## src/rtl/stream_fifo_arbiter_pkg.sv

```systemverilog
// Shared state encoding and width helper for the stream FIFO arbiter.
package stream_arb_pkg;

  typedef enum logic [1:0] {
    ST_IDLE     = 2'd0,
    ST_GRANT    = 2'd1,
    ST_THROTTLE = 2'd2
  } arb_state_e;

  // Ceiling log2; returns 0 for values of 1 or less.
  function automatic int clog2(input int value);
    int result;
    result = 0;
    for (int v = value - 1; v > 0; v = v >> 1) begin
      result++;
    end
    return result;
  endfunction

endpackage

```

## src/rtl/stream_fifo_arbiter_if.sv

```systemverilog
// Requester-side and FIFO-side AXI-stream bundle; master is the arbiter view.
interface stream_fifo_arbiter_if #(
  parameter int NUM_REQ = 4,
  parameter int WIDTH   = 8
);
  logic [NUM_REQ*WIDTH-1:0] in_TDATA;
  logic [NUM_REQ-1:0]       in_TVALID;
  logic [NUM_REQ-1:0]       in_TREADY;
  logic [WIDTH-1:0]         out_TDATA;
  logic                     out_TVALID;
  logic                     out_TREADY;

  modport master (
    input  in_TDATA, in_TVALID, out_TREADY,
    output in_TREADY, out_TDATA, out_TVALID
  );

  modport slave (
    output in_TDATA, in_TVALID, out_TREADY,
    input  in_TREADY, out_TDATA, out_TVALID
  );
endinterface

```

## src/rtl/stream_fifo_arbiter_rr_arbiter.sv

```systemverilog
// Combinational round-robin pick: first request at or after last+1, wrapping.
module rr_arbiter
  import stream_arb_pkg::*;
#(
  parameter int NUM_REQ = 4,
  localparam int GW     = clog2(NUM_REQ)
) (
  input  logic [NUM_REQ-1:0] i_req,
  input  logic [GW-1:0]      i_last,
  output logic               o_found,
  output logic [GW-1:0]      o_idx
);

  logic [GW-1:0]      w_rot_idx [NUM_REQ];
  logic [NUM_REQ-1:0] w_rot;

  function automatic logic [GW-1:0] wrap_idx(input logic [GW-1:0] base, input int offset);
    logic [GW:0] sum;
    sum = {1'b0, base} + (GW+1)'(offset);
    if (sum >= (GW+1)'(NUM_REQ)) begin
      sum = sum - (GW+1)'(NUM_REQ);
    end
    return sum[GW-1:0];
  endfunction

  // Slot gi of the rotated view is the requester gi+1 places after the last grant.
  genvar gi;
  generate
    for (gi = 0; gi < NUM_REQ; gi++) begin : g_rot
      assign w_rot_idx[gi] = wrap_idx(i_last, gi + 1);
      assign w_rot[gi]     = i_req[w_rot_idx[gi]];
    end
  endgenerate

  always_comb begin
    o_found = 1'b0;
    o_idx   = '0;
    for (int k = NUM_REQ - 1; k >= 0; k--) begin
      if (w_rot[k]) begin
        o_found = 1'b1;
        o_idx   = w_rot_idx[k];
      end
    end
  end

endmodule

```

## src/rtl/stream_fifo_arbiter.sv

```systemverilog
// Round-robin AXI-stream merge into a FIFO with burst limit, watermark throttling and peak tracking.
module stream_fifo_arbiter
  import stream_arb_pkg::*;
#(
  parameter int NUM_REQ = 4,
  parameter int WIDTH   = 8,
  parameter int COUNT_W = 14,
  parameter int BURST   = 16,
  parameter int HIGH_WM = 12288,
  parameter int LOW_WM  = 4096,
  localparam int GW     = clog2(NUM_REQ)
) (
  input  logic                   ap_clk,
  input  logic                   ap_rst_n,
  stream_fifo_arbiter_if.master  bus,
  input  logic [COUNT_W-1:0]     fifo_count,
  input  logic                   clear_peak,
  output logic [GW-1:0]          grant_id,
  output logic                   throttled,
  output logic [COUNT_W-1:0]     peak_count
);

  localparam int         BW         = clog2(BURST + 1);
  localparam logic [1:0] S_IDLE     = ST_IDLE;
  localparam logic [1:0] S_GRANT    = ST_GRANT;
  localparam logic [1:0] S_THROTTLE = ST_THROTTLE;

  logic [1:0]         r_state;
  logic [GW-1:0]      r_grant;
  logic [GW-1:0]      r_last;
  logic [BW-1:0]      r_beat_cnt;
  logic [COUNT_W-1:0] r_peak;

  logic          w_sel_found;
  logic [GW-1:0] w_sel_idx;
  logic          w_in_grant;
  logic          w_high;
  logic          w_low;
  logic          w_beat;
  logic          w_burst_end;

  assign w_high      = fifo_count >= COUNT_W'(HIGH_WM);
  assign w_low       = fifo_count <= COUNT_W'(LOW_WM);
  assign w_in_grant  = (r_state == S_GRANT);
  assign w_beat      = bus.out_TVALID & bus.out_TREADY;
  assign w_burst_end = (r_beat_cnt == BW'(BURST - 1));

  assign bus.out_TDATA  = bus.in_TDATA[r_grant*WIDTH +: WIDTH];
  assign bus.out_TVALID = w_in_grant & bus.in_TVALID[r_grant];

  genvar gi;
  generate
    for (gi = 0; gi < NUM_REQ; gi++) begin : g_ready
      assign bus.in_TREADY[gi] = w_in_grant && (r_grant == GW'(gi)) && bus.out_TREADY;
    end
  endgenerate

  rr_arbiter #(.NUM_REQ(NUM_REQ)) u_rr (
    .i_req   (bus.in_TVALID),
    .i_last  (r_last),
    .o_found (w_sel_found),
    .o_idx   (w_sel_idx)
  );

  // The grant only moves on a completed beat or when the granted source withdraws.
  always_ff @(posedge ap_clk or negedge ap_rst_n) begin
    if (!ap_rst_n) begin
      r_state    <= S_IDLE;
      r_grant    <= '0;
      r_last     <= GW'(NUM_REQ - 1);
      r_beat_cnt <= '0;
    end else begin
      case (r_state)
        S_IDLE: begin
          if (w_high) begin
            r_state <= S_THROTTLE;
          end else if (w_sel_found) begin
            r_state    <= S_GRANT;
            r_grant    <= w_sel_idx;
            r_beat_cnt <= '0;
          end
        end
        S_GRANT: begin
          if (w_beat) begin
            r_beat_cnt <= r_beat_cnt + BW'(1);
            if (w_burst_end || w_high) begin
              r_state <= w_high ? S_THROTTLE : S_IDLE;
              r_last  <= r_grant;
            end
          end else if (!bus.in_TVALID[r_grant]) begin
            r_state <= S_IDLE;
            r_last  <= r_grant;
          end
        end
        S_THROTTLE: begin
          if (w_low) begin
            r_state <= S_IDLE;
          end
        end
        default: r_state <= S_IDLE;
      endcase
    end
  end

  always_ff @(posedge ap_clk or negedge ap_rst_n) begin
    if (!ap_rst_n) begin
      r_peak <= '0;
    end else if (clear_peak) begin
      r_peak <= '0;
    end else if (fifo_count > r_peak) begin
      r_peak <= fifo_count;
    end
  end

  assign grant_id   = r_grant;
  assign throttled  = (r_state == S_THROTTLE);
  assign peak_count = r_peak;

endmodule

```

## src/flat_wrapper.sv

```systemverilog
// flat-port wrapper written by rule: the top's interface ports become plain ports
module stream_fifo_arbiter_flat import stream_arb_pkg::*;
#(
  parameter int NUM_REQ = 4,
  parameter int WIDTH   = 8,
  parameter int COUNT_W = 14,
  parameter int BURST   = 16,
  parameter int HIGH_WM = 12288,
  parameter int LOW_WM  = 4096,
  localparam int GW     = clog2(NUM_REQ)
)
  (ap_clk, ap_rst_n, fifo_count, clear_peak, grant_id, throttled, peak_count, bus_in_TDATA, bus_in_TVALID, bus_out_TREADY, bus_in_TREADY, bus_out_TDATA, bus_out_TVALID);
  stream_fifo_arbiter_if #(.NUM_REQ(NUM_REQ), .WIDTH(WIDTH)) bus_i ();
  input  logic ap_clk;
  input  logic ap_rst_n;
  input  logic [COUNT_W-1:0] fifo_count;
  input  logic clear_peak;
  output logic [GW-1:0] grant_id;
  output logic throttled;
  output logic [COUNT_W-1:0] peak_count;
  input wire logic [$bits(bus_i.in_TDATA)-1:0] bus_in_TDATA;
  input wire logic [$bits(bus_i.in_TVALID)-1:0] bus_in_TVALID;
  input wire logic [$bits(bus_i.out_TREADY)-1:0] bus_out_TREADY;
  output wire logic [$bits(bus_i.in_TREADY)-1:0] bus_in_TREADY;
  output wire logic [$bits(bus_i.out_TDATA)-1:0] bus_out_TDATA;
  output wire logic [$bits(bus_i.out_TVALID)-1:0] bus_out_TVALID;
  assign bus_i.in_TDATA = bus_in_TDATA;
  assign bus_i.in_TVALID = bus_in_TVALID;
  assign bus_i.out_TREADY = bus_out_TREADY;
  assign bus_in_TREADY = bus_i.in_TREADY;
  assign bus_out_TDATA = bus_i.out_TDATA;
  assign bus_out_TVALID = bus_i.out_TVALID;
  stream_fifo_arbiter #(.NUM_REQ(NUM_REQ), .WIDTH(WIDTH), .COUNT_W(COUNT_W), .BURST(BURST), .HIGH_WM(HIGH_WM), .LOW_WM(LOW_WM)) u_core (.ap_clk(ap_clk), .ap_rst_n(ap_rst_n), .bus(bus_i), .fifo_count(fifo_count), .clear_peak(clear_peak), .grant_id(grant_id), .throttled(throttled), .peak_count(peak_count));
endmodule
```

## config.mk

```make
export PLATFORM = sky130hd
export DESIGN_NAME = stream_fifo_arbiter_flat
export DESIGN_NICKNAME = d
export VERILOG_FILES = /design/src/rtl/stream_fifo_arbiter_pkg.sv /design/src/rtl/stream_fifo_arbiter_if.sv /design/src/rtl/stream_fifo_arbiter_rr_arbiter.sv /design/src/rtl/stream_fifo_arbiter.sv /design/src/flat_wrapper.sv
export SDC_FILE = /design/constraint.sdc
export NUM_CORES = 1
export LEC_CHECK = 0
export BUFFER_PORTS_ARGS = -buffer_cell sky130_fd_sc_hd__buf_2
export CAP_MARGIN = 15
export CORE_MARGIN = 2
export CORE_UTILIZATION = 52
export DETAILED_ROUTE_END_ITERATION = 7
export GPL_TIMING_DRIVEN = 1
export PLACE_DENSITY = 0.95
export SLEW_MARGIN = 20
export SYNTH_ARGS = -nofsm -noshare
export SYNTH_HDL_FRONTEND = slang
export SYNTH_HIERARCHICAL = 1
export SYNTH_SLANG_ARGS = --single-unit
```

## constraint.sdc

```tcl
create_clock -name ap_clk -period 4.3 [get_ports ap_clk]
set_clock_uncertainty 0.15 [all_clocks]
set_input_delay 0.43 -clock ap_clk [delete_from_list [all_inputs] [get_ports ap_clk]]
set_output_delay 0.43 -clock ap_clk [all_outputs]
set_load 0.01 [all_outputs]
```

After elaboration in Yosys (flattened, before gate mapping)
Cells that the tools add are included.
{ "classes": {"magnitude_cmp": 12, "n_eq_ne": 15, "shift": 1, "mux": 39, "reduce_logical": 17, "addsub": 9, "bitwise_logic": 3} }
{ "ops": {"columns": ["op", "n"], "rows": [
  ["two-way mux 2 bit", 18],
  ["variable part select 32 x 6 -> 8 bit", 1],
  ["two-way mux 14 bit", 2],
  ["< comparator 2 x 3 -> 1 bit, second input constant", 5],
  ["two-way mux 5 bit", 3],
  [">= comparator 14 bit, second input constant", 1],
  ["greater-than comparator 14 bit", 1],
  ["<= comparator 14 x 13 -> 1 bit, second input constant", 1],
  [">= comparator 3 bit, second input constant", 4],
  ["binary-select mux 1 bit (select 2 bit)", 5],
  ["case mux 5 bit (2 select lines)", 1],
  ["two-way mux 1 bit", 9],
  ["logical AND 1 bit", 8],
  ["!= test 2 bit, second input constant", 4],
  ["AND reduction 4 bit", 2],
  ["subtractor 2 x 1 -> 2 bit, second input constant", 4],
  ["adder 2 x 2 -> 3 bit, second input constant", 2],
  ["equality test 2 bit, second input constant", 3],
  ["!= test 3 bit, second input constant", 2],
  ["case mux 2 bit (3 select lines)", 1],
  ["AND reduction 3 bit", 2],
  ["adder 5 x 1 -> 5 bit, second input constant", 1],
  ["equality test 5 x 4 -> 1 bit, second input constant", 1],
  ["equality test 2 x 1 -> 1 bit, second input constant", 2],
  ["9 further kinds", 13]
]} }
{ "totals": {"elab_cells": 101, "out_inout_bits": 30, "in_bits": 54, "reg_bits": 25} }

Depth between registers and ports, before layout
{ "depth": {"ltp_word": 12, "ltp_mapped": 8} }

Modules after synthesis
Netlist, hierarchy kept.
{ "by_module_without_submodules": {"columns": ["mod", "cells_each", "seq_area_each_um2", "area_each_um2", "instances"], "rows": [
  ["stream_fifo_arbiter", 187, 628.1, 1939.4, 1],
  ["rr_arbiter", 14, 0.0, 91.3, 1]
]} }

Least setup slack after synthesis
No wires, ideal clock.
{ "synth_path": {"path_type": "register to register", "startpoint": "reg u_core.r_peak[13] (netlist: u_core/peak_count[13])", "endpoint": "reg u_core.r_peak[10] (netlist: u_core/peak_count[10])", "path_slack_ns": 2.144, "n_path_buf": 1, "setup_time_ns": 0.079, "path_stages_with_launch": 9, "t_arrival_ns": 1.927, "synth_period_minus_slack_ns": 2.156, "cell_sequence": "dfrtp_1 > inv_1 > ha_1 > nand2_2 > nor4_4 > o31ai_2 > a22oi_4 > buf_8 > mux2i_1"} }
{ "synth_via": {"elab_chain_len": 2} }
{ "synth_lines": {"columns": ["item", "line", "text"], "rows": [
  ["start: declaration", "stream_fifo_arbiter.sv:32", "logic [COUNT_W-1:0] r_peak;"],
  ["start signal: assignment", "stream_fifo_arbiter.sv:111", "r_peak <= fifo_count;"],
  ["greater-than comparator 14 bit", "stream_fifo_arbiter.sv:110", "end else if (fifo_count > r_peak) begin"],
  ["nonzero test 2 bit (no source line)", null, null]
]} }
Every way passes these cells.
A chain may end at the register's enable or synchronous reset.

Final worst setup path
{ "layout_path": {"startpoint": "reg u_core.r_grant[0] (netlist: u_core/grant_id[0])", "endpoint": "out bus_out_TVALID"} }
{ "layout_via": {"elab_chain_len": 3} }
{ "layout_lines": {"columns": ["item", "line", "text"], "rows": [
  ["start: declaration", "stream_fifo_arbiter.sv:29", "logic [GW-1:0] r_grant;"],
  ["start signal: assignment", "stream_fifo_arbiter.sv:79", "r_grant <= w_sel_idx;"],
  ["binary-select mux 1 bit (select 2 bit)", "stream_fifo_arbiter.sv:49", "assign bus.out_TVALID = w_in_grant & bus.in_TVALID[r_grant];"],
  ["two-way mux 1 bit (implied by the code)", "stream_fifo_arbiter.sv:49", null],
  ["AND 1 bit", "stream_fifo_arbiter.sv:49", null],
  ["end: declaration", "flat_wrapper.sv:26", "output wire logic [$bits(bus_i.out_TVALID)-1:0] bus_out_TVALID;"]
]} }
Every way passes these cells. The select of a mux whose other input is x is not followed.

==> key figures <==
CTS
  • Clk root buf: clkbuf_8
  • H-tree depth: 1
  • Deepest clock path buffer count: 2
  • Post-CTS Resized: 0
  • Hold_buf cts: 0
  • Sink Count: 25
  • Cts bufs inserted: 3
  • TritonCTS clock tree: built
  • Worst-Skew Late Latency: 0.28 ns
  • Clock transition at path regs: 0.09 ns
  • Number of setup buffers added after CTS: 0

Worst setup path
  • Crit path max fanout: 15
  • CP Launch Point: u_core/grant_id[0]$_DFFE_PN0P_
  • Req. time, crit path: 3.72 ns
  • RR Endpoint: u_core/peak_count[12]$_DFFE_PN0P_
  • WS Path Type: reg2out
  • R2r startpoint: u_core/peak_count[13]$_DFFE_PN0P_
  • Depth of the most critical reg-to-reg path: 7
  • CP endpoint kind: primary output
  • R2r setup slk: 1.84 ns
  • Crit path to: bus_out_TVALID
  • Worst EP arrival: 2.09 ns
  • Crit start category: flop

Die
  • Ports: 84
  • Core ar.: 3720 sq um
  • Die area: 4420 sq um
  • # rows: 22
  • Die height: 66.5 um
  • Initial Utilization: 54.6%
  • Die Wd: 66.5 um

Placed design
  • DP HPWL: 3.81 mm
  • DP Worst Slack: 1.69 ns
  • Placed cells: 325
  • PortBufs: 83
  • Dpl cell area: 2460 sq um
  • Gpl congestion: 0.776

Timing
  • Min cycle time layout: 2.67 ns
  • Period Utilization, post-route: 62.0%
  • Hold slack: -0.0122 ns
  • Final setup TNS: 0 ns
  • Fin. max-slew vios: 0
  • PnR worst setup slack: 1.63 ns
  • Worst Tran Pin Value: 0.660 ns
  • Unrepaired setup endpoints after global routing: no
  • Peak Freq: 375 MHz
  • Setup-failing EPs final: 0
  • Slew HR: 56.0%
  • Hold Vio Cnt, Final: 23

Global route
  • Largest net degree at the start of global routing: 29
  • Antenna violations before repair: 0
  • First-pass GRT wire length: 7.80 mm
  • Total grt overflow: 0
  • All-layer global routing usage: 23.0%
  • Vias in the first global route: 1747

Routing
  • Via count: 1797
  • Antenna Nets Post-Route: 0
  • Drt drc: 0
  • Vias/cell: 5.46
  • Number of DRC markers in iteration 0: 84
  • Routed length per placed instance: 14.5 um
  • Initial DRT Pass Iterations: 4
  • Detailed Route WL: 4.78 mm

Pwr
  • Total Power: 1.06 mW
  • Pwr dens: 422 nW/um^2
  • Static Leak: 1.33 nW
  • Max VDD drop: 0.000296 V

Synthesis
  • Syn nets: 271
  • EDFF count, synth: 0
  • Yosys cell types: 41
  • Ys flop type: dfrtp_1
  • Yosys warnings: 6
  • Register area share after synthesis: 30.9%
  • Flops & latches, synth: 25
  • Post-Syn Instances: 201
  • Ys async rst share: 100%
  • Mapped Area: 2030 sq um
  • Syn Area/Cell: 10.1 sq um

Min path
  • Worst hold path class: in2async

Cells and area
  • Final Non-Filler Cells: 329
  • Layout cell share with drive strength beyond 1: 38.8%
  • Area grow syn2layout: 23.4%
  • Antenna cells: 0
  • Layout Nets: 352
  • Final Cell Area: 2500 sq um
  • Final Core Density: 67.4%

Status
  • Failing checks: hold timing
  • Status: finished, violations left

Job
  • Max-Cap Viols: 0
worst max-delay path, cell delays in order (launching register included):
cell and delay [ns]:
dfrtp_1 0.78, mux4_2 0.68, and2_1 0.21, buf_2 0.14
cells by family after synthesis:
logic type      Yosys count  share of synthesized area [%]
simple gates             78                           22.9
compound gates           28                           10.2
mux                      28                           20.1
buf+inv                  25                           5.61
flops                    25                           30.9
fa+ha+maj                16                           9.86
xor+xnor                  1                          0.431
flip-flops by register name, summed over array words and instances (netlist names):
register	flops
u_core/grant_id	2
u_core/peak_count	14
u_core/r_beat_cnt	5
u_core/r_last	2
u_core/r_state	2
metal layers:
metal  share of wire (%)  track usage [%]  vias to the layer above
li1                    -                -                      866
met1                  41             27.6                      853
met2                  52             43.0                       73
met3                 6.0             2.87                        5
met4                0.98             6.12                        0
met5                   0                0                        -
how the worst min path moves through the flow:
| stage | to | cells past startpoint |
|---|---|---|
| global route | u_core/peak_count[5]$_DFFE_PN0P_ | 1 |
| detailed placement | u_core/peak_count[9]$_DFFE_PN0P_ | 1 |
| finish | u_core/peak_count[7]$_DFFE_PN0P_ | 1 |
| global placement | u_core/peak_count[8]$_DFFE_PN0P_ | 1 |
| floorplan | u_core/grant_id[0]$_DFFE_PN0P_ | 0 |
| CTS | u_core/peak_count[9]$_DFFE_PN0P_ | 1 |
cell usage after synthesis, types with 2 or more instances:
cell	count	area, sq um
a21o_1	2	15.0
a21oi_1	10	50.1
and2_1	3	18.8
and3_4	2	22.5
clkbuf_1	4	15.0
dfrtp_1	23	576
dfstp_2	2	52.6
ha_1	16	200
inv_1	18	67.6
mux2_2	4	45.0
mux2i_1	15	150
mux4_1	3	78.8
mux4_2	6	135
nand2_1	13	48.8
nand2b_1	32	200
nand3_1	3	15.0
nand4_1	2	12.5
nor2_1	8	30.0
nor2b_1	3	18.8
nor3_1	2	10.0
nor4_1	3	18.8
o21ai_0	8	40.0
layout by cell type, fill, tap and decap left out, drive strengths merged, types with 2 or more instances in the layout:
master  Yosys  routed
buf         3      83
nand2b     32      32
dfrtp      23      23
inv        18      18
ha         16      16
mux2i      15      15
nand2      14      14
a21oi      11      11
mux4        9       9
nor2        8       8
o21ai       8       8
mux2        4       4
clkbuf      4       4
nor4        4       4
nor2b       3       3
nand3       3       3
and2        3       3
and3        3       3
nand4       3       3
nor3        2       2
a21o        2       2
dfstp       2       2
report_power, final:
group	total [mW]	switching, mW	internal (mW)
combinational	0.519	0.243	0.277
clock	0.146	0.0792	0.0666
sequential	0.393	0.101	0.292
layout make-up:
cell class / instances / area, sq um
Multi-Input combinational cell: 151 / 1290
Inverter: 18 / 67.6
Clock buffer: 4 / 45.0
Tap cell: 48 / 60.1
Sequential cell: 25 / 628
Fill cell: 312 / 1210
Timing Repair Buffer: 83 / 415
(Power assumes the default switching activity.)
